## src/rtl/mips16_pkg.sv

```systemverilog
// Shared constants and types for the MIPS-16 datapath: widths, link register
// index, the hardwired-zero register index and the clear sequencer states.
package mips16_pkg;

    localparam int DATA_W = 16;
    localparam int ADDR_W = 3;
    localparam int RA_IDX = 7;

    typedef logic [ADDR_W-1:0] reg_idx_t;
    typedef logic [DATA_W-1:0] word_t;

    localparam reg_idx_t REG_ZERO = reg_idx_t'(0);

    typedef enum logic {
        IDLE  = 1'b0,
        CLEAR = 1'b1
    } seq_state_t;

endpackage

```

## src/rtl/regfile_clear_seq.sv

```systemverilog
// Post-reset clear sequencer: walks clr_idx from 1 to the last entry, one
// entry per edge, holding busy high until the whole file has been zeroed.
module regfile_clear_seq #(
    parameter int ADDR_W = mips16_pkg::ADDR_W
) (
    input  logic              clk,
    input  logic              reset,
    output logic              busy,
    output logic              clr_we,
    output logic [ADDR_W-1:0] clr_idx
);
    import mips16_pkg::*;

    localparam logic [ADDR_W-1:0] LAST_IDX = {ADDR_W{1'b1}};

    seq_state_t        state, state_nxt;
    logic [ADDR_W-1:0] idx_nxt;
    logic              busy_nxt;

    always_ff @(posedge clk) begin
        if (reset) begin
            state   <= CLEAR;
            clr_idx <= ADDR_W'(1);
            busy    <= 1'b1;
        end else begin
            state   <= state_nxt;
            clr_idx <= idx_nxt;
            busy    <= busy_nxt;
        end
    end

    // The counter holds at the terminal index instead of wrapping.
    always_comb begin
        state_nxt = state;
        idx_nxt   = clr_idx;
        busy_nxt  = busy;
        clr_we    = 1'b0;
        case (state)
            CLEAR: begin
                clr_we = !reset;
                if (clr_idx == LAST_IDX) begin
                    state_nxt = IDLE;
                    busy_nxt  = 1'b0;
                end else begin
                    idx_nxt = clr_idx + 1'b1;
                end
            end
            default: begin
                state_nxt = IDLE;
                busy_nxt  = 1'b0;
            end
        endcase
    end

endmodule

```

## src/rtl/regfile_16.sv

```systemverilog
// Eight-entry register file with combinational reads, link-over-writeback
// write priority and a post-reset clear. Optional macro: REGFILE_BYPASS_EN.
module regfile_16 #(
    parameter int DATA_W = mips16_pkg::DATA_W,
    parameter int ADDR_W = mips16_pkg::ADDR_W,
    parameter int RA_IDX = mips16_pkg::RA_IDX
) (
    input  logic              clk,
    input  logic              reset,
    input  logic [ADDR_W-1:0] rs_addr,
    input  logic [ADDR_W-1:0] rt_addr,
    output logic [DATA_W-1:0] rs_data,
    output logic [DATA_W-1:0] rt_data,
    input  logic              we,
    input  logic [ADDR_W-1:0] wr_addr,
    input  logic [DATA_W-1:0] wr_data,
    input  logic              link_en,
    input  logic [DATA_W-1:0] link_pc,
    output logic              busy
);
    import mips16_pkg::*;

    localparam logic [ADDR_W-1:0] RA = ADDR_W'(RA_IDX);

    logic [DATA_W-1:0] mem [2**ADDR_W];

    logic              clr_we;
    logic [ADDR_W-1:0] clr_idx;
    logic              wr_acc;
    logic [ADDR_W-1:0] wr_idx;
    logic [DATA_W-1:0] wr_val;

    regfile_clear_seq #(
        .ADDR_W (ADDR_W)
    ) u_clear_seq (
        .clk     (clk),
        .reset   (reset),
        .busy    (busy),
        .clr_we  (clr_we),
        .clr_idx (clr_idx)
    );

    // Link wins over write-back; writes aimed at register 0 are never accepted.
    always_comb begin
        wr_idx = wr_addr;
        wr_val = wr_data;
        if (link_en) begin
            wr_idx = RA;
            wr_val = link_pc;
        end
        wr_acc = !reset && !busy && (link_en || we) && (wr_idx != REG_ZERO);
    end

    always_ff @(posedge clk) begin
        if (clr_we) begin
            mem[clr_idx] <= '0;
        end else if (wr_acc) begin
            mem[wr_idx] <= wr_val;
        end
    end

    always_comb begin
        rs_data = '0;
        if (!busy && rs_addr != REG_ZERO) begin
            rs_data = mem[rs_addr];
`ifdef REGFILE_BYPASS_EN
            if (wr_acc && wr_idx == rs_addr) rs_data = wr_val;
`endif
        end
    end

    always_comb begin
        rt_data = '0;
        if (!busy && rt_addr != REG_ZERO) begin
            rt_data = mem[rt_addr];
`ifdef REGFILE_BYPASS_EN
            if (wr_acc && wr_idx == rt_addr) rt_data = wr_val;
`endif
        end
    end

endmodule

```

## config.mk

```make
export PLATFORM = sky130hd
export DESIGN_NAME = regfile_16
export DESIGN_NICKNAME = d
export VERILOG_FILES = /design/src/rtl/mips16_pkg.sv /design/src/rtl/regfile_clear_seq.sv /design/src/rtl/regfile_16.sv
export SDC_FILE = /design/constraint.sdc
export NUM_CORES = 1
export LEC_CHECK = 0
export ABC_CLOCK_PERIOD_IN_PS = 3400
export CELL_PAD_IN_SITES_DETAIL_PLACEMENT = 1
export CELL_PAD_IN_SITES_GLOBAL_PLACEMENT = 2
export CORE_UTILIZATION = 25
export DETAILED_ROUTE_END_ITERATION = 12
export GPL_TIMING_DRIVEN = 0
export PLACE_DENSITY = 0.51
export SYNTH_ARGS = -nofsm -noshare
export SYNTH_HDL_FRONTEND = slang
export SYNTH_SLANG_ARGS = --single-unit
export TNS_END_PERCENT = 1
```

## constraint.sdc

```tcl
create_clock -name clk -period 3.4 [get_ports clk]
set_input_delay 0.51 -clock clk [delete_from_list [all_inputs] [get_ports clk]]
set_output_delay 0.51 -clock clk [all_outputs]
set_load 0.005 [all_outputs]
```

==> results of run 1 <==
## path summary, 6_finish.rpt
kind                       endpoint  slack [ps]  depth (start not counted)
max                      rs_data[5]         120                          6
min reg2reg  u_clear_seq.clr_idx[0]         570                          2
max reg2reg               mem[7][7]         740                          5
min          u_clear_seq.clr_idx[0]         570                          2
## layout make-up
| type | instances | share of cell area [%] |
|---|---|---|
| buffer | 35 | 2.45 |
| clock buffer | 18 | 5.53 |
| clock inverter | 13 | 2.42 |
| inverter | 5 | 0.242 |
| multi-input combinational | 242 | 29.6 |
| sequential | 117 | 44.7 |
| tap | 313 | 5.05 |
| timing repair buffer | 75 | 9.99 |
## timing repair
action	CTS	global route
cloned	0	0
pin swaps	0	1
endpoints found under the setup margin	24	11
hold buffers	0	0
resized for setup	12	10
## layer usage
metal / track usage (%) / wire (µm) / vias to the layer above
li1: - / - / 1800
met1: 22.5 / 8930 / 2129
met5: 0 / 0 / -
met3: 3.57 / 985 / 30
met2: 27.8 / 9400 / 103
met4: 6.30 / 466 / 0
## power by group through the flow
| stage | combinational [mW] | sequential [mW] | clock, mW |
|---|---|---|---|
| finish | 0.866 | 1.84 | 1.90 |
| global route | 0.936 | 1.86 | 1.98 |
| CTS | 0.875 | 1.84 | 1.93 |
| detailed placement | 0.869 | 1.87 | 0 |
| global placement | 0.810 | 1.87 | 0 |
| floorplan | 0.445 | 1.84 | 0 |
## synthesized netlist by cell type, types with 3 or more instances
master,number
edfxtp_1,112
nor2_1,36
mux2_2,32
mux4_2,32
nor3_1,32
a221oi_1,31
clkbuf_1,21
nor2b_1,21
mux2i_1,18
buf_2,9
a21oi_1,6
dfxtp_1,5
inv_1,4
nand2_1,4
buf_6,3
o21ai_0,3
o31ai_1,3
## sequential cells by signal, summed over array words and instances, names as in the netlist
register	cells
u_clear_seq.state	1
u_clear_seq.clr_idx	3
mem	112
u_clear_seq.busy	1
## worst reg2reg max path: cells and delay by family (launching register included)
family / cells / cell delay [ps]
AND/OR/NAND/NOR: 2 / 930
AO/OA/AOI/OAI: 1 / 740
flip-flops: 1 / 310
buffers and inverters: 2 / 300
## cells by family (layout without fill, tap and decap cells)
group	after synthesis	count (layout)	synth area share, %
flip-flops	117	117	58.9
multiplexers	82	82	21.4
adder cells (fa/ha/maj)	2	2	0.425
XOR/XNOR	1	1	0.149
AO/OA/AOI/OAI	51	51	6.95
AND/OR/NAND/NOR	106	106	9.06
buffers and inverters	40	146	3.13
==> qor.csv, run 1 <==
metric;value;unit
status;complete, no violations;
grt_max_degree;17;
r2r-start;u_clear_seq.busy;
htree_num_levels;4;
yosysWarnings;0;
crit_path_frequent_cell;clkdlybuf4s50_1;
min-delay-start;u_clear_seq.clr_idx[0];
multi_input_area;2300;µm²
ys_seq_elements;117;
worst_slew_pin_slew;1170;ps
yosysUniqueCellTypes;38;
power;4.61;mW
fin_setup_tns;0;ps
cts_setup_buffers;0;
hold_viol;0;
critPathArrivalTime;2770;ps
cts_buffers;17;
drt_first_pass_iters;4;
fin_util;33.9;%
skew;7.07;ps
post-place-cells;787;
final_common_cell;edfxtp_1;
hpwl;13100;µm
power_frac_clock;41.1;%
synth.avg_cell_area;14.7;µm²
layout_worst_path_cycle_share;96.5;%
synth_top_area_share;57.2;%
finish.net_count;540;
max_stage_delay;640;ps
drv_slew;0;
fillerInstances;2394;
io_buffers;72;
cts_tree;built;
cts-root-buf;clkbuf_16;
seq_area;3460;µm²
crit_type;in -> out;
stdcell_count;818;
synth_async_sr_flop_share;0;%
clkSinkCount;117;
final_cell_mix;edfxtp_1, clkdlybuf4s50_1, nor2_1;
synth_area;5880;µm²
cp.buffers_inverters;3;
clk_pin_slew;50;ps
fp.dieH;155;µm
p_leak;2.61;nW
dieArea;24200;µm²
grt_pass1_wl;28800;µm
power_density;594;nW/µm²
diodes;0;
crit_slowest_cell;clkdlybuf4s50_1;
antenna_found_initial;0;
overflow;0;
grt_util_all_layers;17.1;%
place_congestion;0.709;
syn-num-nets;446;
slew_headroom;22.3;%
synth-edff-count;112;
switching_share;25.8;%
die_w;155;µm
placed_cell_area;7090;µm²
hp-class;reg -> reg;
detail_route.wl_per_cell;24.2;µm
fin_crit;3280;ps
ys_seq_area_share;58.9;%
coreArea;22800;µm²
ys_top_cells_by_area;edfxtp_1, mux4_2, mux2_2, a221oi_1, mux2i_1;
drc;0;
fmax;305;MHz
via_per_inst;4.97;
critPathLaunch;rs_addr[1];
crit_chain;clkdlybuf4s50_1 -> clkbuf_2 -> mux4_2 -> nor2b_1 -> nor3_2 -> clkdlybuf4s50_1;
rsz0062_at_grt;true;
clock_path_buffers;2;
num_rows;55;
grt_pass1_vias;4485;
pwr-share-comb;18.8;%
ir_drop;385;µV
syn_inst;399;
intPower;3.42;mW
fin_area;7750;µm²
critPathRequiredTime;2890;ps
fin_ws;120;ps
end_kind;primary output;
ant_nets;0;
syn_to_final_growth;31.8;%
ioPinCount;78;
max_cap_violations;0;
dpl_worst_slack;-641;ps
insertion_delay;410;ps
timing.hold.ws;574;ps
p_sw;1.19;mW
crit_family;buffers and inverters;
vias;4062;
startpoint_type;primary input;
yosysTopAreaCell;edfxtp_1;
setup_viol;0;
initial_core_util;25.8;%
drtIter0Drc;217;
cp_max_fo;10;
drive_above_1_share;24.8;%
routed_wl;19800;µm
ys.flop_type;edfxtp_1;
pwr-share-seq;40.1;%
Power figures use the tool's default switching activity.
==> inputs of run 2 (changes only) <==
Settings changed: ABC_CLOCK_PERIOD_IN_PS 3400 to 3450, CORE_UTILIZATION 25 to 39, PLACE_DENSITY 0.51 to 0.75.
Clock period 3.4 ns to 3.45 ns, I/O delays scaled along.
==> qor.csv, run 2 (synthesized netlist as in run 1, its figures left out) <==
metric;value;unit
drt_first_pass_iters;8;
drc;6;
die_w;125;µm
cts-root-buf;clkbuf_16;
grt_pass1_wl;27100;µm
slew_headroom;27.4;%
drtIter0Drc;372;
p_sw;1.17;mW
worstReg2RegEnd;mem[7][15];
final_cell_mix;edfxtp_1, clkdlybuf4s50_1, nor2_1;
routed_wl;18300;µm
initial_core_util;40.2;%
fp.dieH;125;µm
dieArea;15600;µm²
cts_setup_buffers;0;
finish.net_count;542;
top_regs;mem x112, u_clear_seq.clr_idx x3;
coreArea;14600;µm²
io_buffers;72;
critPathLaunch;rs_addr[1];
hpwl;12000;µm
cp_max_fo;10;
fillerInstances;1434;
rsz0062_at_grt;false;
detail_route.wl_per_cell;26.5;µm
status;complete, but fails checks;
pwr-share-comb;19.2;%
largest_reg_flops;112;
timing.hold.ws;588;ps
crit_slowest_cell;clkdlybuf4s50_1;
worst_slew_pin_slew;1090;ps
top_register;mem;
critPathRequiredTime;2930;ps
p_leak;2.60;nW
grt_max_degree;17;
diodes;0;
grt_pass1_vias;4462;
intPower;3.23;mW
switching_share;26.5;%
overflow;0;
r2r_setup_slack;770;ps
max_cap_violations;0;
clk_pin_slew;50;ps
cts_tree;built;
power_frac_clock;39.4;%
htree_num_levels;4;
syn_to_final_growth;28.2;%
setup_viol;0;
clkSinkCount;117;
antenna_found_initial;0;
end_kind;primary output;
critPathArrivalTime;2850;ps
final_common_cell;edfxtp_1;
startpoint_type;primary input;
insertion_delay;420;ps
crit_chain;clkdlybuf4s50_1 -> nor2b_1 -> clkbuf_2 -> buf_2 -> a221oi_1 -> nor3_1 -> clkdlybuf4s50_1;
ir_drop;365;µV
crit_path_frequent_cell;clkdlybuf4s50_1;
vias;4183;
skew;6.01;ps
pwr-share-seq;41.3;%
hp-class;reg -> reg;
r2r_cells;6;
power_density;583;nW/µm²
place_congestion;0.807;
cts_resized;8;
fmax;297;MHz
hold_buffers;0;
layout_worst_path_cycle_share;97.6;%
endpoint;rs_data[5];
fin_crit;3370;ps
fin_ws;83.2;ps
ant_nets;0;
crit_type;in -> out;
violations;DRC;
hold_viol;0;
via_per_inst;6.04;
r2r-start;u_clear_seq.busy;
num_rows;44;
drv_slew;0;
clock_path_buffers;2;
ioPinCount;78;
max_stage_delay;580;ps
dpl_worst_slack;-536;ps
grt_util_all_layers;24.7;%
drive_above_1_share;24.0;%
cts_buffers;17;
[run 2: stage by stage]
stage / instances / utilization (%) / power [mW] / instance area (µm²) / TNS [ps]
CTS: 692 / 51.5 / 4.42 / 7530 / 0
global placement: 655 / 46.7 / 2.60 / 6840 / -75210
floorplan: 399 / - / 2.25 / 5880 / 0
finish: 692 / 51.5 / 4.40 / 7540 / 0
global route: 692 / 51.5 / 4.54 / 7540 / 0
detailed placement: 660 / 47.5 / 2.69 / 6950 / -4680
[run 2: layout make-up]
type | count | area (µm²) | share of cell area [%]
Timing Repair Buffer | 77 | 808 | 10.7
Sequential cell | 117 | 3460 | 45.9
Clock buffer | 19 | 433 | 5.74
Tap cell | 184 | 230 | 3.05
Buffer | 35 | 176 | 2.34
Multi-Input combinational cell | 242 | 2270 | 30.1
Clock inverter | 13 | 139 | 1.84
Inverter | 5 | 18.8 | 0.249
[run 2: how the worst min path moves through the flow]
stage                      startpoint                     end  slack (ps)  depth (start not counted)
2_1_floorplan  u_clear_seq.clr_idx[0]  u_clear_seq.clr_idx[0]         500                          2
3_3_place_gp   u_clear_seq.clr_idx[0]  u_clear_seq.clr_idx[0]         560                          2
3_5_place_dp   u_clear_seq.clr_idx[2]  u_clear_seq.clr_idx[2]         580                          2
4_1_cts        u_clear_seq.clr_idx[2]  u_clear_seq.clr_idx[2]         590                          2
5_1_grt        u_clear_seq.clr_idx[0]  u_clear_seq.clr_idx[0]         630                          2
6_report       u_clear_seq.clr_idx[0]  u_clear_seq.clr_idx[0]         590                          2
[run 2: critical path, delay by kind of cell]
family                 cells  cell delay, ps
AOI/OAI and AO/OA          1             150
buffers and inverters      4            1720
and+or+nand+nor            2             450
[run 2: per-layer routing]
layer / routed length, µm / vias up / global-route usage, %
met5: 0 / - / 0
met4: 450 / 0 / 11.6
met3: 1080 / 32 / 4.42
met2: 9070 / 173 / 40.5
met1: 7740 / 2169 / 31.8
li1: - / 1809 / -
[run 2: power groups by stage]
stage                     Sequential, mW  Clock (mW)  Combinational (mW)
after CTS                           1.82        1.75               0.853
after detailed placement            1.84           0               0.844
after global routing                1.83        1.80               0.904
final                               1.82        1.74               0.846
after floorplan                     1.81           0               0.439
after global placement              1.84           0               0.767
==> inputs of run 3 (changes only) <==
Settings changed: SKIP_LAST_GASP set to 1.
==> qor.csv, run 3 (synthesized netlist as in run 1, its figures left out) <==
metric;value;unit
grt_pass1_vias;4462;
drc;6;
busiest_layer;met2;
cts-root-buf;clkbuf_16;
drtIter0Drc;307;
max_cap_violations;0;
timing.hold.ws;587;ps
grtUsageMet1;31.8;%
crit_family;buffers and inverters;
clock_path_buffers;2;
fin_util;51.4;%
status;complete, but fails checks;
stdcell_count;692;
drive_above_1_share;23.6;%
routed_wl;18400;µm
top_register;mem;
detail_route.wl_per_cell;26.6;µm
violations;DRC, setup timing;
hold_buffers;0;
diodes;0;
fin_crit;3500;ps
largest_reg_flops;112;
critPathRequiredTime;2930;ps
grt_util_all_layers;24.7;%
seq_area;3460;µm²
final_common_cell;edfxtp_1;
syn_to_final_growth;28.0;%
fin_area;7530;µm²
p_leak;2.60;nW
fillerInstances;1436;
die_w;125;µm
slew_headroom;23.6;%
worst_slew_pin_slew;1150;ps
layout_worst_path_cycle_share;101;%
initial_core_util;40.2;%
fin_ws;-46.9;ps
setup_viol;1;
cts_buffers;17;
insertion_delay;420;ps
cts_setup_buffers;0;
rsz0062_at_grt;true;
crit_path_frequent_cell;clkdlybuf4s50_1;
overflow;0;
dieArea;15600;µm²
hpwl;12000;µm
grt_max_degree;17;
end_kind;primary output;
ir_drop;372;µV
critPathArrivalTime;2980;ps
antenna_found_initial;0;
place_congestion;0.807;
final_cell_mix;edfxtp_1, clkdlybuf4s50_1, nor2_1;
htree_num_levels;4;
clkSinkCount;117;
io_buffers;72;
ioPinCount;78;
drt_first_pass_iters;9;
hp-class;reg -> reg;
power;4.40;mW
cts_resized;6;
via_per_inst;6.04;
vias;4181;
fmax;286;MHz
grt_pass1_wl;27100;µm
coreArea;14600;µm²
ant_nets;0;
crit_type;in -> out;
hold_viol;0;
num_rows;44;
cts_tree;built;
clk_pin_slew;50;ps
multi_input_area;2270;µm²
skew;6.00;ps
power_density;585;nW/µm²
drv_slew;0;
cp.buffers_inverters;4;
fp.dieH;125;µm
top_regs;mem x112, u_clear_seq.clr_idx x3;
grtUsageMet2;40.5;%
cp_max_fo;10;
placed_cell_area;6950;µm²
finish.net_count;542;
crit_chain;clkdlybuf4s50_1 -> buf_2 -> clkbuf_2 -> a221oi_1 -> nor3_1 -> clkdlybuf4s50_1;
startpoint_type;primary input;
crit_slowest_cell;clkdlybuf4s50_1;
max_stage_delay;640;ps
grtUsageMet3;4.42;%
post-place-cells;660;
## run 3: path summary, 6_finish.rpt
path / from / to / slack (ps) / depth (start not counted)
max reg2reg: u_clear_seq.busy / mem[7][15] / 780 / 6
max: rs_addr[1] / rs_data[14] / -50 / 6
min: u_clear_seq.clr_idx[0] / u_clear_seq.clr_idx[0] / 590 / 2
min reg2reg: u_clear_seq.clr_idx[0] / u_clear_seq.clr_idx[0] / 590 / 2
## run 3: metrics by stage
stage,setup TNS [ps],setup slack [ps]
floorplan,0,527
global route,-275,-146
global placement,-75210,-1610
CTS,-330,-77.4
finish,-46.9,-46.9
detailed placement,-4680,-536
## run 3: area by class of cell
| cell class | instances | share of cell area, % |
|---|---|---|
| inverter | 5 | 0.249 |
| tap | 184 | 3.06 |
| clock buffer | 19 | 5.75 |
| buffer | 35 | 2.31 |
| clock inverter | 13 | 1.84 |
| sequential | 117 | 46.0 |
| multi-input combinational | 242 | 30.1 |
| timing repair buffer | 77 | 10.7 |
## run 3: worst register-to-register path: stages (launching register included)
cell     delay [ps]
dfxtp_1         310
buf_6           140
or3_1           360
buf_2           160
or4_1           520
a21oi_2         640
buf_8           250
## run 3: layer usage
layer,up-vias,wire [µm]
li1,1810,-
met1,2145,7810
met2,181,9010
met3,45,1060
met4,0,509
met5,-,0
## run 3: power breakdown
part,internal [mW],switching (mW)
logic,0.387,0.459
registers,1.73,0.0895
clock network,1.12,0.622
